### config.mk
export PLATFORM = sky130hd
export DESIGN_NAME = frv_gprs_wb_ctrl_flat
export DESIGN_NICKNAME = d
export VERILOG_FILES = /design/src/rtl/frv_gprs_wb_ctrl_if.sv /design/src/rtl/frv_gprs_wb_ctrl.sv /design/src/flat_wrapper.sv
export SDC_FILE = /design/constraint.sdc
export NUM_CORES = 1
export LEC_CHECK = 0
export ABC_AREA = 1
export ABC_CLOCK_PERIOD_IN_PS = 5800
export CORE_MARGIN = 2
export CORE_UTILIZATION = 45
export CTS_CLUSTER_DIAMETER = 50
export CTS_CLUSTER_SIZE = 16
export DETAILED_ROUTE_END_ITERATION = 10
export GPL_ROUTABILITY_DRIVEN = 0
export GPL_TIMING_DRIVEN = 1
export PLACE_DENSITY_LB_ADDON = 0.15
export SYNTH_ARGS = -nofsm -noshare
export SYNTH_HDL_FRONTEND = slang
export SYNTH_SLANG_ARGS = --single-unit
### constraint.sdc
create_clock -name g_clk -period 5.8 [get_ports g_clk]
set_clock_uncertainty 0.15 [all_clocks]
set_input_delay 1.16 -clock g_clk [delete_from_list [all_inputs] [get_ports g_clk]]
set_output_delay 1.16 -clock g_clk [all_outputs]
set_load 0.05 [all_outputs]
### src/rtl/frv_gprs_wb_ctrl_if.sv
// frv_gprs_wb_ctrl_if: pipeline, long-latency unit and register-file write-port bundle for frv_gprs_wb_ctrl
interface frv_gprs_wb_ctrl_if;
    logic        p_wen, p_wide, p_hi_rev, p_stall;
    logic [4:0]  p_addr;
    logic [31:0] p_wdata, p_wdata_hi;
    logic        lu_rsv_valid, lu_rsv_wide, lu_rsv_ready;
    logic [4:0]  lu_rsv_addr;
    logic        lu_valid, lu_wide, lu_hi_rev, lu_ready;
    logic [4:0]  lu_addr;
    logic [31:0] lu_wdata, lu_wdata_hi;
    logic [4:0]  hz_addr1, hz_addr2, hz_addr3;
    logic        hz_busy;
    logic        rd_wen, rd_wide, rd_wdata_hi_rev;
    logic [4:0]  rd_addr;
    logic [31:0] rd_wdata, rd_wdata_hi;
    logic [31:0] busy;
    logic        err;
    modport master (
        output p_wen, p_wide, p_addr, p_wdata, p_wdata_hi, p_hi_rev,
        output lu_rsv_valid, lu_rsv_wide, lu_rsv_addr,
        output lu_valid, lu_wide, lu_addr, lu_wdata, lu_wdata_hi, lu_hi_rev,
        output hz_addr1, hz_addr2, hz_addr3,
        input  p_stall, lu_rsv_ready, lu_ready, hz_busy,
        input  rd_wen, rd_wide, rd_addr, rd_wdata, rd_wdata_hi, rd_wdata_hi_rev, busy, err
    );
    modport slave (
        input  p_wen, p_wide, p_addr, p_wdata, p_wdata_hi, p_hi_rev,
        input  lu_rsv_valid, lu_rsv_wide, lu_rsv_addr,
        input  lu_valid, lu_wide, lu_addr, lu_wdata, lu_wdata_hi, lu_hi_rev,
        input  hz_addr1, hz_addr2, hz_addr3,
        output p_stall, lu_rsv_ready, lu_ready, hz_busy,
        output rd_wen, rd_wide, rd_addr, rd_wdata, rd_wdata_hi, rd_wdata_hi_rev, busy, err
    );
endinterface

### src/rtl/frv_gprs_wb_ctrl.sv
// frv_gprs_wb_ctrl: shares the GPR write port between pipeline writeback and a long-latency unit,
// tracking LU destinations in a busy scoreboard and reporting hazards.
module frv_gprs_wb_ctrl #(
    parameter int LU_DEPTH   = 2,
    parameter int MAX_OUT    = 4,
    parameter int STARVE_MAX = 4
) (
    input logic               g_clk,
    input logic               g_resetn,
    frv_gprs_wb_ctrl_if.slave bus
);
    localparam int SW = $clog2(STARVE_MAX + 1) + 1;

    logic [70:0]   r_fifo [4];
    logic [1:0]    r_rd_ptr, r_wr_ptr;
    logic [2:0]    r_fcnt;
    logic [3:0]    r_cnt;
    logic [SW-1:0] r_starve;
    logic [31:0]   r_busy;
    logic          r_err;

    logic [70:0] w_head;
    logic [31:0] w_rsv_mask, w_p_mask, w_lu_mask, w_hd_mask;
    logic        w_rsv_bad, w_rsv_ok, w_push, w_fne, w_waw, w_starved, w_p_win, w_lu_win;

    function automatic logic [31:0] reg_mask(input logic [4:0] a, input logic w);
        return (32'd1 << a) | (w ? 32'd1 << {a[4:1], 1'b1} : 32'd0);
    endfunction

    function automatic logic [1:0] nxt(input logic [1:0] p);
        return (p == 2'(LU_DEPTH - 1)) ? 2'd0 : p + 2'd1;
    endfunction

    // head entry layout: {hi_rev, wide, addr[4:0], wdata_hi, wdata}
    assign w_head     = r_fifo[r_rd_ptr];
    assign w_rsv_mask = reg_mask(bus.lu_rsv_addr, bus.lu_rsv_wide) & ~32'd1;
    assign w_p_mask   = reg_mask(bus.p_addr, bus.p_wide);
    assign w_lu_mask  = reg_mask(bus.lu_addr, bus.lu_wide) & ~32'd1;
    assign w_hd_mask  = reg_mask(w_head[68:64], w_head[69]);

    assign w_rsv_bad  = bus.lu_rsv_valid & bus.lu_rsv_wide & bus.lu_rsv_addr[0];
    assign bus.lu_rsv_ready = !(bus.lu_rsv_wide & bus.lu_rsv_addr[0]) && !(|(w_rsv_mask & r_busy))
                              && (r_cnt < 4'(MAX_OUT));
    assign w_rsv_ok   = bus.lu_rsv_valid & bus.lu_rsv_ready;
    assign bus.lu_ready = r_fcnt != 3'(LU_DEPTH);
    assign w_push     = bus.lu_valid & bus.lu_ready;
    assign w_fne      = r_fcnt != 3'd0;

    // a WAW-blocked or starved pipeline yields the port to the LU head
    assign w_waw      = bus.p_wen & |(w_p_mask & r_busy);
    assign w_starved  = w_fne && (r_starve >= SW'(STARVE_MAX));
    assign w_p_win    = bus.p_wen & !w_waw & !w_starved;
    assign w_lu_win   = w_fne & !w_p_win;

    assign bus.p_stall         = g_resetn & bus.p_wen & !w_p_win;
    assign bus.rd_wen          = g_resetn & (w_p_win | w_lu_win);
    assign bus.rd_wide         = w_lu_win ? w_head[69]    : bus.p_wide;
    assign bus.rd_addr         = w_lu_win ? w_head[68:64] : bus.p_addr;
    assign bus.rd_wdata_hi     = w_lu_win ? w_head[63:32] : bus.p_wdata_hi;
    assign bus.rd_wdata        = w_lu_win ? w_head[31:0]  : bus.p_wdata;
    assign bus.rd_wdata_hi_rev = w_lu_win ? w_head[70]    : bus.p_hi_rev;

    assign bus.hz_busy = r_busy[bus.hz_addr1] | r_busy[bus.hz_addr2] | r_busy[bus.hz_addr3];
    assign bus.busy    = r_busy;
    assign bus.err     = r_err;

    always_ff @(posedge g_clk) begin
        if (w_push)
            r_fifo[r_wr_ptr] <= {bus.lu_hi_rev, bus.lu_wide, bus.lu_addr, bus.lu_wdata_hi, bus.lu_wdata};
    end

    always_ff @(posedge g_clk or negedge g_resetn) begin
        if (!g_resetn) begin
            r_rd_ptr <= '0;
            r_wr_ptr <= '0;
            r_fcnt   <= '0;
            r_cnt    <= '0;
            r_starve <= '0;
            r_busy   <= '0;
            r_err    <= 1'b0;
        end else begin
            r_wr_ptr <= w_push ? nxt(r_wr_ptr) : r_wr_ptr;
            r_rd_ptr <= w_lu_win ? nxt(r_rd_ptr) : r_rd_ptr;
            r_fcnt   <= r_fcnt + 3'(w_push) - 3'(w_lu_win);
            r_cnt    <= r_cnt + 4'(w_rsv_ok) - 4'(w_lu_win);
            r_busy   <= (r_busy & ~(w_lu_win ? w_hd_mask : 32'd0)) | (w_rsv_ok ? w_rsv_mask : 32'd0);
            r_starve <= w_lu_win ? '0 : (w_p_win & w_fne) ? r_starve + 1'b1 : r_starve;
            r_err    <= r_err | w_rsv_bad | (w_push & |(w_lu_mask & ~r_busy));
        end
    end
endmodule

### src/flat_wrapper.sv
// flat-port wrapper written by rule: the top's interface ports become plain ports
module frv_gprs_wb_ctrl_flat 
#(
    parameter int LU_DEPTH   = 2,
    parameter int MAX_OUT    = 4,
    parameter int STARVE_MAX = 4
)
  (g_clk, g_resetn, bus_p_wen, bus_p_wide, bus_p_addr, bus_p_wdata, bus_p_wdata_hi, bus_p_hi_rev, bus_lu_rsv_valid, bus_lu_rsv_wide, bus_lu_rsv_addr, bus_lu_valid, bus_lu_wide, bus_lu_addr, bus_lu_wdata, bus_lu_wdata_hi, bus_lu_hi_rev, bus_hz_addr1, bus_hz_addr2, bus_hz_addr3, bus_p_stall, bus_lu_rsv_ready, bus_lu_ready, bus_hz_busy, bus_rd_wen, bus_rd_wide, bus_rd_addr, bus_rd_wdata, bus_rd_wdata_hi, bus_rd_wdata_hi_rev, bus_busy, bus_err);
  frv_gprs_wb_ctrl_if bus_i ();
  input logic g_clk;
  input logic g_resetn;
  input wire logic [$bits(bus_i.p_wen)-1:0] bus_p_wen;
  input wire logic [$bits(bus_i.p_wide)-1:0] bus_p_wide;
  input wire logic [$bits(bus_i.p_addr)-1:0] bus_p_addr;
  input wire logic [$bits(bus_i.p_wdata)-1:0] bus_p_wdata;
  input wire logic [$bits(bus_i.p_wdata_hi)-1:0] bus_p_wdata_hi;
  input wire logic [$bits(bus_i.p_hi_rev)-1:0] bus_p_hi_rev;
  input wire logic [$bits(bus_i.lu_rsv_valid)-1:0] bus_lu_rsv_valid;
  input wire logic [$bits(bus_i.lu_rsv_wide)-1:0] bus_lu_rsv_wide;
  input wire logic [$bits(bus_i.lu_rsv_addr)-1:0] bus_lu_rsv_addr;
  input wire logic [$bits(bus_i.lu_valid)-1:0] bus_lu_valid;
  input wire logic [$bits(bus_i.lu_wide)-1:0] bus_lu_wide;
  input wire logic [$bits(bus_i.lu_addr)-1:0] bus_lu_addr;
  input wire logic [$bits(bus_i.lu_wdata)-1:0] bus_lu_wdata;
  input wire logic [$bits(bus_i.lu_wdata_hi)-1:0] bus_lu_wdata_hi;
  input wire logic [$bits(bus_i.lu_hi_rev)-1:0] bus_lu_hi_rev;
  input wire logic [$bits(bus_i.hz_addr1)-1:0] bus_hz_addr1;
  input wire logic [$bits(bus_i.hz_addr2)-1:0] bus_hz_addr2;
  input wire logic [$bits(bus_i.hz_addr3)-1:0] bus_hz_addr3;
  output wire logic [$bits(bus_i.p_stall)-1:0] bus_p_stall;
  output wire logic [$bits(bus_i.lu_rsv_ready)-1:0] bus_lu_rsv_ready;
  output wire logic [$bits(bus_i.lu_ready)-1:0] bus_lu_ready;
  output wire logic [$bits(bus_i.hz_busy)-1:0] bus_hz_busy;
  output wire logic [$bits(bus_i.rd_wen)-1:0] bus_rd_wen;
  output wire logic [$bits(bus_i.rd_wide)-1:0] bus_rd_wide;
  output wire logic [$bits(bus_i.rd_addr)-1:0] bus_rd_addr;
  output wire logic [$bits(bus_i.rd_wdata)-1:0] bus_rd_wdata;
  output wire logic [$bits(bus_i.rd_wdata_hi)-1:0] bus_rd_wdata_hi;
  output wire logic [$bits(bus_i.rd_wdata_hi_rev)-1:0] bus_rd_wdata_hi_rev;
  output wire logic [$bits(bus_i.busy)-1:0] bus_busy;
  output wire logic [$bits(bus_i.err)-1:0] bus_err;
  assign bus_i.p_wen = bus_p_wen;
  assign bus_i.p_wide = bus_p_wide;
  assign bus_i.p_addr = bus_p_addr;
  assign bus_i.p_wdata = bus_p_wdata;
  assign bus_i.p_wdata_hi = bus_p_wdata_hi;
  assign bus_i.p_hi_rev = bus_p_hi_rev;
  assign bus_i.lu_rsv_valid = bus_lu_rsv_valid;
  assign bus_i.lu_rsv_wide = bus_lu_rsv_wide;
  assign bus_i.lu_rsv_addr = bus_lu_rsv_addr;
  assign bus_i.lu_valid = bus_lu_valid;
  assign bus_i.lu_wide = bus_lu_wide;
  assign bus_i.lu_addr = bus_lu_addr;
  assign bus_i.lu_wdata = bus_lu_wdata;
  assign bus_i.lu_wdata_hi = bus_lu_wdata_hi;
  assign bus_i.lu_hi_rev = bus_lu_hi_rev;
  assign bus_i.hz_addr1 = bus_hz_addr1;
  assign bus_i.hz_addr2 = bus_hz_addr2;
  assign bus_i.hz_addr3 = bus_hz_addr3;
  assign bus_p_stall = bus_i.p_stall;
  assign bus_lu_rsv_ready = bus_i.lu_rsv_ready;
  assign bus_lu_ready = bus_i.lu_ready;
  assign bus_hz_busy = bus_i.hz_busy;
  assign bus_rd_wen = bus_i.rd_wen;
  assign bus_rd_wide = bus_i.rd_wide;
  assign bus_rd_addr = bus_i.rd_addr;
  assign bus_rd_wdata = bus_i.rd_wdata;
  assign bus_rd_wdata_hi = bus_i.rd_wdata_hi;
  assign bus_rd_wdata_hi_rev = bus_i.rd_wdata_hi_rev;
  assign bus_busy = bus_i.busy;
  assign bus_err = bus_i.err;
  frv_gprs_wb_ctrl #(.LU_DEPTH(LU_DEPTH), .MAX_OUT(MAX_OUT), .STARVE_MAX(STARVE_MAX)) u_core (.g_clk(g_clk), .g_resetn(g_resetn), .bus(bus_i));
endmodule
==> flow_summary.yaml, run 1 <==
synth:
  synth_fa_ha_area_share_pct: 0.876
  mappedNetlistArea_sq_mm: 0.0160
  synth.distinct_cells: 41
  synth_cells: 1635
  synth_seq_cells: 332
  synth_xor_area_share_pct: 0.274
  synth_top_family_by_area: "simple AND/OR/NAND/NOR gates"
  synth_compound_gate_area_share_pct: 13.1
  syn_avg_cell_area_sq_um: 9.78
  syn_nets: 1813
  ys.warnings.count: 0
  yosys.area_share.simple_pct: 20.0
  yosys-mux-area-fraction_pct: 0
  ys_seq_area_share_pct: 60.8
clock_tree:
  clk_pin_slew_worst_paths_ps: 50
  hold_buffers: 0
  post-cts-setup-buffer-count: 0
  cts.sinks: 332
  cts_tree: "built"
  cts-root-buf: "clkbuf_16"
  htree_levels: 2
  ctsResizeCount: 0
  clock_path_buffers: 3
  clock_latency_ps: 520
  cts_buffers: 34
critical_path:
  path_class: "input port to output pin"
  cp-start-kind: "input port"
  critPathCaptureType: "output pin"
  cp.required_ps: 4490
  worst-path-buf-inv: 3
  arrival_ps: 3940
  critPathMaxStageDelay_ps: 810
  crit_fanout: 27
  crit_family: "buffers and inverters"
  cp_slowest_cell: "clkdlybuf4s50_1"
  crit_path_frequent_cell: "o21ai_0"
  crit_chain: "clkdlybuf4s50_1 > clkinv_1 > o21ai_0 > a21oi_1 > o21ai_0 > nand3_1 > nand2_1 > o21ai_0 > nand3_1 > clkdlybuf4s50_1"
timing:
  setup-tns-final_ps: 0
  fin_crit_sh_pct: 90.6
  max_freq_ghz: 0.190
  timing.final.crit_period_ps: 5250
  hold_viol_final: 0
  rsz0062_at_grt: "no"
  finalSetupViolCount: 0
  fin_ws_ps: 547
  drv_slew: 0
  tightestPinTransition_ps: 1110
  slew_headroom_pct: 26.1
status:
  outcome: "finished, final reports clean"
placement:
  portBuffers: 276
  dp.cells: 2295
  dp_slack_ps: 584
  dp_hpwl_um: 29200
die:
  io_pins: 277
  num_rows: 69
  die_h_um: 193
  die_w_um: 193
  start_util_pct: 45.3
  core_area_sq_mm: 0.0353
  dieArea_sq_mm: 0.0371
cells_and_area:
  nNetsFinal: 2048
  area_delta_synth_final_pct: 30.9
  final_common_cell: "nand2_1"
  final_cells: 2356
  layout_common_cells: "446 x nand2_1, 284 x edfxtp_1, 201 x clkdlybuf4s50_1"
  drive_above_1_share_pct: 9.09
pwr:
  power.share.combinational_pct: 48.3
  irDropWorstVdd_v: 0.000393
  pwr-share-clk_pct: 19.8
  pwr-share-seq_pct: 31.9
  intPower_w: 0.00624
  power_density_mw_per_mm2: 517
  switching_share_pct: 42.3
  power_switching_w: 0.00457
  leakage_nw: 7.87
global_routing:
  grt-ovfl-total: 0
  antenna_found_initial: 3
  grt_pass1_wl_um: 68000
  grt_max_degree: 83
  grtUsageTotal_pct: 23.8
  grt_pass1_vias: 12501
routing:
  drt_iter0_markers: 1248
  viasPerCell: 5.63
  detail-route-antenna-nets: 0
  wl_um: 44400
  firstDrtPassIters: 6
  drc: 0
  wl_per_cell_um: 18.9
  dr_total_vias: 13273
job:
  maxCapViolCount: 0
hold_path:
  hold_path.class: "register to register"
layer usage:
metal | vias up | routed length, um | global-route usage (%)
met5 | - | 13 | 0
met4 | 2 | 1310 | 8.51
met3 | 118 | 4110 | 5.80
met2 | 579 | 20000 | 36.4
met1 | 6287 | 19000 | 33.0
li1 | 6287 | - | -
tightest hold or removal path, cell delays in order, from the launching register on:
cell and delay, ps:
dfrtp_1 340, nand2_1 50, nand2_1 60
sequential cells by signal (all words and copies together), names as in the netlist:
signal	cells
u_core.r_starve	4
u_core.bus.busy	32
u_core.r_rd_ptr	2
u_core.r_cnt	4
u_core.bus.err	1
u_core.r_fifo	284
u_core.r_wr_ptr	2
u_core.r_fcnt	3
path summary, 6_finish.rpt:
kind                                    startpoint  cells past startpoint  slack, ps             endpoint
max in group asynchronous                 g_resetn                      2       4380   u_core.r_rd_ptr[0]
worst max-delay path               bus_hz_addr2[0]                     10        550          bus_hz_busy
worst max register to register    u_core.r_fcnt[1]                     11       2140      u_core.r_cnt[2]
worst min-delay path            u_core.r_wr_ptr[0]                      2        330   u_core.r_wr_ptr[0]
worst min register to register  u_core.r_wr_ptr[0]                      2        330   u_core.r_wr_ptr[0]
min in group asynchronous                 g_resetn                      2        610  u_core.bus.busy[19]
kinds of logic (layout without fill, tap and decap cells):
kind of cell	count (synthesis)	in the layout
compound gates	337	337
xor+xnor	5	5
fa+ha+maj	10	10
buf+inv	187	444
flops	332	332
other cells	0	3
simple gates	764	764
power by group through the flow:
stage | logic (W) | clock network [W] | registers (W)
4_1_cts | 0.00525 | 0.00220 | 0.00343
3_3_place_gp | 0.00520 | 0 | 0.00347
5_1_grt | 0.00556 | 0.00229 | 0.00348
6_report | 0.00522 | 0.00215 | 0.00345
3_5_place_dp | 0.00524 | 0 | 0.00348
2_1_floorplan | 0.00284 | 0 | 0.00351
per-stage QoR:
stage	utilization (%)	hold slack (ps)	total power, W	area [sq um]
3_5_place_dp	56.1	327	0.00871	19800
5_1_grt	59.3	368	0.0113	20900
3_3_place_gp	56.1	314	0.00867	19800
2_1_floorplan	-	299	0.00635	16000
4_1_cts	59.3	340	0.0109	20900
6_report	59.3	333	0.0108	20900
area by class of cell:
class                   count  area, sq um
well taps                 461          577
inverters                  90          343
diodes                      3         7.51
multi-input cells        1116         5500
flip-flops and latches    332         9730
clock buffers              36          880
fillers                  2954        14400
repair buffers            296         3670
clock inverters            22          223
synth_stat cells, drive strengths merged:
cell type | count | share of area, %
nor4 | 6 | 0.23
a32o | 65 | 4.1
nand3 | 124 | 3.9
o211ai | 10 | 0.47
a21oi | 109 | 3.4
clkbuf | 58 | 1.4
clkinv | 1 | 0.023
a31o | 1 | 0.055
ha | 8 | 0.63
xnor2 | 4 | 0.22
or2 | 1 | 0.039
o22a | 2 | 0.11
o21a | 1 | 0.047
fa | 2 | 0.25
buf | 39 | 1.5
a21boi | 1 | 0.047
xor2 | 1 | 0.055
nand3b | 2 | 0.094
dfrtp | 48 | 7.5
a32oi | 2 | 0.20
o41ai | 1 | 0.055
a31oi | 2 | 0.078
nor2 | 127 | 3.1
o21ai | 139 | 4.3
o22ai | 3 | 0.12
nor3 | 18 | 0.56
nand4 | 37 | 1.4
inv | 89 | 2.1
o221ai | 1 | 0.055
nand2 | 448 | 11
edfxtp | 284 | 53
nor3b | 1 | 0.047
Power figures use the tool's default switching activity.
==> inputs of run 2 (changes only) <==
Settings changed: CAP_MARGIN set to 5.
==> results of run 2 <==
Final layout, timing and power as in run 1 (identical DEF).
